$ cat config.mk
export PLATFORM = sky130hd
export DESIGN_NAME = reg_file_sb
export DESIGN_NICKNAME = d
export VERILOG_FILES = /design/src/rtl/custom_pkg.sv /design/src/rtl/reg_file_sb_scoreboard.sv /design/src/rtl/reg_file_sb.sv
export SDC_FILE = /design/constraint.sdc
export NUM_CORES = 2
export LEC_CHECK = 0
export BUFFER_PORTS_ARGS = -buffer_cell sky130_fd_sc_hd__buf_2
export CORE_UTILIZATION = 30
export DETAILED_ROUTE_END_ITERATION = 6
export GPL_TIMING_DRIVEN = 1
export REMOVE_ABC_BUFFERS = 1
export SKIP_CTS_REPAIR_TIMING = 1
export SLEW_MARGIN = 20
export SYNTH_ARGS = -nofsm -noshare
export SYNTH_HDL_FRONTEND = slang
export SYNTH_SLANG_ARGS = --single-unit
$ cat constraint.sdc
create_clock -name clk_i -period 6.8 [get_ports clk_i]
set_input_delay 1.02 -clock clk_i [delete_from_list [all_inputs] [get_ports clk_i]]
set_output_delay 1.02 -clock clk_i [all_outputs]
set_load 0.02 [all_outputs]
$ cat src/rtl/custom_pkg.sv
// Shared constants and types for the integer register file and its busy scoreboard.
package custom_pkg;

    localparam int XLEN  = 32;
    localparam int NREGS = 32;
    localparam int AW    = $clog2(NREGS);

    typedef logic [AW-1:0]   reg_addr_t;
    typedef logic [XLEN-1:0] xlen_t;

endpackage

$ cat src/rtl/reg_file_sb_scoreboard.sv
// Per-register busy scoreboard: rsv_ok_o is combinational; the busy vector and count update on the edge.
// A refused reservation leaves the state untouched and the requester retries.
module reg_scoreboard
    import custom_pkg::*;
#(
    parameter int NREGS = custom_pkg::NREGS,
    parameter int AW    = $clog2(NREGS)
) (
    input  logic             clk_i,
    input  logic             rstn_i,
    input  logic [NREGS-1:0] clr_i,
    input  logic             rsv_en_i,
    input  logic [AW-1:0]    rsv_addr_i,
    output logic [NREGS-1:0] busy_o,
    output logic             rsv_ok_o,
    output logic [AW:0]      busy_cnt_o
);

    logic [NREGS-1:0] r_busy;
    logic [AW:0]      r_cnt;
    logic [NREGS-1:0] w_set;
    logic [NREGS-1:0] w_busy_nxt;
    logic [AW:0]      w_cnt_nxt;
    logic             w_rsv_ok;

    // A write-clear in the same cycle frees the register for the new producer, and set wins.
    always_comb begin
        w_rsv_ok = rsv_en_i & ((rsv_addr_i == '0) | ~r_busy[rsv_addr_i] | clr_i[rsv_addr_i]);
        w_set    = '0;
        if (w_rsv_ok && (rsv_addr_i != '0)) begin
            w_set[rsv_addr_i] = 1'b1;
        end
        w_busy_nxt = (r_busy & ~clr_i) | w_set;
    end

    always_comb begin
        w_cnt_nxt = '0;
        for (int i = 1; i < NREGS; i++) begin
            w_cnt_nxt = w_cnt_nxt + (AW+1)'(w_busy_nxt[i]);
        end
    end

    always_ff @(posedge clk_i or negedge rstn_i) begin
        if (!rstn_i) begin
            r_busy <= '0;
            r_cnt  <= '0;
        end else begin
            r_busy <= w_busy_nxt;
            r_cnt  <= w_cnt_nxt;
        end
    end

    assign busy_o     = r_busy;
    assign rsv_ok_o   = w_rsv_ok;
    assign busy_cnt_o = r_cnt;

endmodule

$ cat src/rtl/reg_file_sb.sv
// Multi-port integer register file with busy scoreboard; reads are combinational, writes land on the edge.
// REG_FILE_BYPASS_EN forwards same-cycle writeback data to matching read ports; no backpressure beyond rsv_ok_o.
module reg_file_sb
#(
    parameter int XLEN  = custom_pkg::XLEN,
    parameter int NREGS = custom_pkg::NREGS,
    parameter int NRD   = 2,
    parameter int NWR   = 2
) (
    input  logic                        clk_i,
    input  logic                        rstn_i,
    input  logic [NRD*$clog2(NREGS)-1:0] rd_addr_i,
    output logic [NRD*XLEN-1:0]         rd_data_o,
    output logic [NRD-1:0]              rd_busy_o,
    input  logic [NWR-1:0]              wr_en_i,
    input  logic [NWR*$clog2(NREGS)-1:0] wr_addr_i,
    input  logic [NWR*XLEN-1:0]         wr_data_i,
    input  logic                        rsv_en_i,
    input  logic [$clog2(NREGS)-1:0]    rsv_addr_i,
    output logic                        rsv_ok_o,
    output logic [$clog2(NREGS):0]      busy_cnt_o
);

    import custom_pkg::*;

    localparam int AW = $clog2(NREGS);

    logic [XLEN-1:0]  r_regs [NREGS];
    logic [NREGS-1:0] w_clr;
    logic [NREGS-1:0] w_busy;
    logic             w_rsv_ok;
    logic [AW-1:0]    w_ra   [NRD];
    logic [XLEN-1:0]  w_rd   [NRD];
    logic [NRD-1:0]   w_rb;

    always_comb begin
        w_clr = '0;
        for (int w = 0; w < NWR; w++) begin
            if (wr_en_i[w] && (wr_addr_i[w*AW +: AW] != '0)) begin
                w_clr[wr_addr_i[w*AW +: AW]] = 1'b1;
            end
        end
    end

    // Later ports are applied last, so the highest-indexed port wins a collision.
    always_ff @(posedge clk_i or negedge rstn_i) begin
        if (!rstn_i) begin
            for (int i = 0; i < NREGS; i++) begin
                r_regs[i] <= '0;
            end
        end else begin
            for (int w = 0; w < NWR; w++) begin
                if (wr_en_i[w] && (wr_addr_i[w*AW +: AW] != '0)) begin
                    r_regs[wr_addr_i[w*AW +: AW]] <= wr_data_i[w*XLEN +: XLEN];
                end
            end
        end
    end

    reg_scoreboard #(
        .NREGS (NREGS),
        .AW    (AW)
    ) u_scoreboard (
        .clk_i      (clk_i),
        .rstn_i     (rstn_i),
        .clr_i      (w_clr),
        .rsv_en_i   (rsv_en_i),
        .rsv_addr_i (rsv_addr_i),
        .busy_o     (w_busy),
        .rsv_ok_o   (w_rsv_ok),
        .busy_cnt_o (busy_cnt_o)
    );

    always_comb begin
        for (int p = 0; p < NRD; p++) begin
            w_ra[p] = rd_addr_i[p*AW +: AW];
            w_rd[p] = (w_ra[p] == '0) ? '0 : r_regs[w_ra[p]];
            w_rb[p] = w_busy[w_ra[p]];
`ifdef REG_FILE_BYPASS_EN
            for (int w = 0; w < NWR; w++) begin
                if (wr_en_i[w] && (w_ra[p] != '0) && (wr_addr_i[w*AW +: AW] == w_ra[p])) begin
                    w_rd[p] = wr_data_i[w*XLEN +: XLEN];
                    w_rb[p] = w_rsv_ok && (rsv_addr_i == w_ra[p]);
                end
            end
`endif
        end
    end

    always_comb begin
        rd_data_o = '0;
        for (int p = 0; p < NRD; p++) begin
            rd_data_o[p*XLEN +: XLEN] = w_rd[p];
        end
    end

    assign rd_busy_o = w_rb;
    assign rsv_ok_o  = w_rsv_ok;

endmodule

==> results.ini <==
[outcome]
status=complete, no violations

[clock_network]
cts_max_level=3
clkSlewWorstSetupHoldPaths_ns=0.06
tritoncts=yes
cts.sinks=1062
clockBufferDepth=3
numCtsBuffers=113
cts-root-buf=clkbuf_16
clock_latency_ns=0.74

[setup_path]
cp.arrival_ns=7.29
required_ns=7.46
startpoint_type=input port
crit_type=input port to flip-flop
startpoint=wr_en_i[1]
endpoint_kind=flip-flop
worst-path-max-fanout=10
r2r-start=u_scoreboard.busy_o[30]

[die]
core_area_mm2=0.2202
die_area_mm2=0.2240
die_w_um=473.2
start_util_pct=30.26
ios=167
row_count=172
chipHeight_um=473.2

[global_route]
grt_max_degree=154
antenna_found_initial=31
overflow=0
grt_first_pass_wirelength_um=369200
grt_pass1_vias=50700
grt_util_all_layers_pct=22.45

[timing]
final.setup_skew_ns=0.008030
finalCritPeriodShare_pct=97.41
period_minus_slack_ns=6.624
fmax_mhz=151.0
max_slew.worst_pin.slew_ns=1.235
hold_viol=0
setup_slack_ns=0.1763
drv_slew=0
finalHoldWorstSlack_ns=0.2729
rsz0062_at_grt=false
maxSlewHeadroom_pct=17.69
setup_viol=0

[cells_and_area]
multiInputGateArea_mm2=0.03754
fin_util_pct=34.07
fin_nets=5868
area_delta_synth_final_pct=12.59
stdcell_area_mm2=0.07501
n_fill_cell=21610
drive_above_1_share_pct=23.40
seq_area_mm2=0.02658
final_cell_mix=dfrtp_1 (1062), mux2i_1 (1051), mux4_2 (660), nor2_1 (568), nand2_1 (515)
final_common_cell=dfrtp_1

[logic_synthesis]
ys_warn_count=0
synth_cells=5929
ys_ff_latch=1062
synth_cell_types=73
synth_edf_count=0
synth_top_area_share_pct=39.89
synth_top_area_cell=dfrtp_1
async_reset_ff_share_pct=100.0
ys.flop_type=dfrtp_1
seq_area_frac_synth_pct=39.89
syn_area_mm2=0.06662
netlist_top_cells_area=dfrtp_1 (40%), mux4_2 (22%), mux2i_1 (16%)
syn_area_per_cell_um2=11.24

[power]
ir_drop_v=0.0005549
leakage_uw=0.03172
p_per_area_mw_per_mm2=310.9

[detailed_routing]
drc=0
vias_per_cell=5.749
dr.pass1.iters=6
wl_per_cell_um=28.92
routed_wl_um=254600
antenna_left=0
drt_iter0_drc=5891
vias=50630

[place]
post_dp_cell_area_mm2=0.07097
port_buffers=166
gp_congestion=0.8865
preCtsSetupSlack_ns=-0.7778
dp_hpwl_um=144300

[hold_path]
hold_path.class=input port to async pin

[run]
cap_violations=0

[area by class of cell]
class	count	share of cell area, %
multi-input cells	4102	50.05
repair buffers	426	4.187
well taps	2958	4.934
clock buffers	165	4.365
diodes	10	0.03336
clock inverters	46	0.8174
inverters	37	0.1852
flip-flops and latches	1062	35.43
[power by group]
| group | total (uW) | switching [uW] | internal (uW) |
|---|---|---|---|
| registers | 9290 | 1300 | 7990 |
| logic | 7410 | 3520 | 3880 |
| clock network | 6630 | 2860 | 3770 |
[path summary, 6_finish.rpt]
path                                         endpoint  slack, ns  cells past startpoint
max in group asynchronous                 r_regs[828]       4.84                      3
max                        u_scoreboard.busy_cnt_o[4]       0.18                     26
min                                       r_regs[667]       0.27                      1
min reg2reg                              r_regs[1009]       0.40                      0
max reg2reg                u_scoreboard.busy_cnt_o[4]       0.46                     24
min in group clk_i                       r_regs[1009]       0.40                      0
[critical path, stage by stage]
cell	delay, ns
buf_2	0.16
nor4b_1	0.16
buf_4	0.16
a221o_1	0.31
o31ai_1	0.08
o32ai_1	0.15
nor4_2	0.30
nand4b_1	0.15
buf_6	0.16
buf_4	0.14
a32o_2	0.28
fa_1	0.52
inv_1	0.06
fa_1	0.49
inv_1	0.05
fa_1	0.49
inv_1	0.07
fa_1	0.47
fa_1	0.49
fa_1	0.49
inv_1	0.04
ha_2	0.19
fa_2	0.36
a21o_1	0.19
a21oi_2	0.14
xnor2_1	0.13
[metrics by stage]
step,total power (uW),std cells,TNS (ns)
floorplan,13880,5201,-13.12
global placement,16350,8580,-2.879
detailed placement,16690,8582,-2.934
CTS,23290,8793,0
global route,24490,8803,0
finish,23320,8806,0
[sequential cells by signal, summed over array words and instances (netlist names)]
signal                   count
u_scoreboard.busy_o         32
r_regs                    1024
u_scoreboard.busy_cnt_o      6
[cells in the mapped netlist, drive strengths merged (6+ instances only)]
| cell | number |
|---|---|
| dfrtp | 1062 |
| mux2i | 1051 |
| mux4 | 660 |
| nor2 | 597 |
| nand2 | 545 |
| clkbuf | 518 |
| o21ai | 510 |
| a21oi | 507 |
| buf | 210 |
| inv | 36 |
| a32o | 27 |
| fa | 23 |
| a22oi | 19 |
| and2 | 14 |
| a32oi | 13 |
| o22ai | 10 |
| ha | 9 |
| nand3b | 8 |
| nand4b | 6 |
| nor2b | 6 |
[kinds of logic (layout without fill, tap and decap cells)]
logic type | after synthesis | after routing | synth area share (%)
xor gates and xnor gates | 3 | 3 | 0.03945
DFF | 1062 | 1062 | 39.89
buffers and inverters | 765 | 674 | 4.569
and+or+nand+nor | 1235 | 1235 | 7.529
other | 0 | 10 | 0
AOI/OAI and AO/OA | 1117 | 1117 | 8.942
muxes | 1715 | 1715 | 38.17
adders and majority gates | 32 | 32 | 0.8602
[metal layers]
metal  global-route usage [%]  vias up  wire length [um]
met2                    36.16     2685            120200
met1                    27.99    25820             97190
met4                    12.27       28             14880
met3                    4.839      747             22230
li1                         -    21350                 -
met5                        0        -               165
Power figures use the tool's default switching activity.
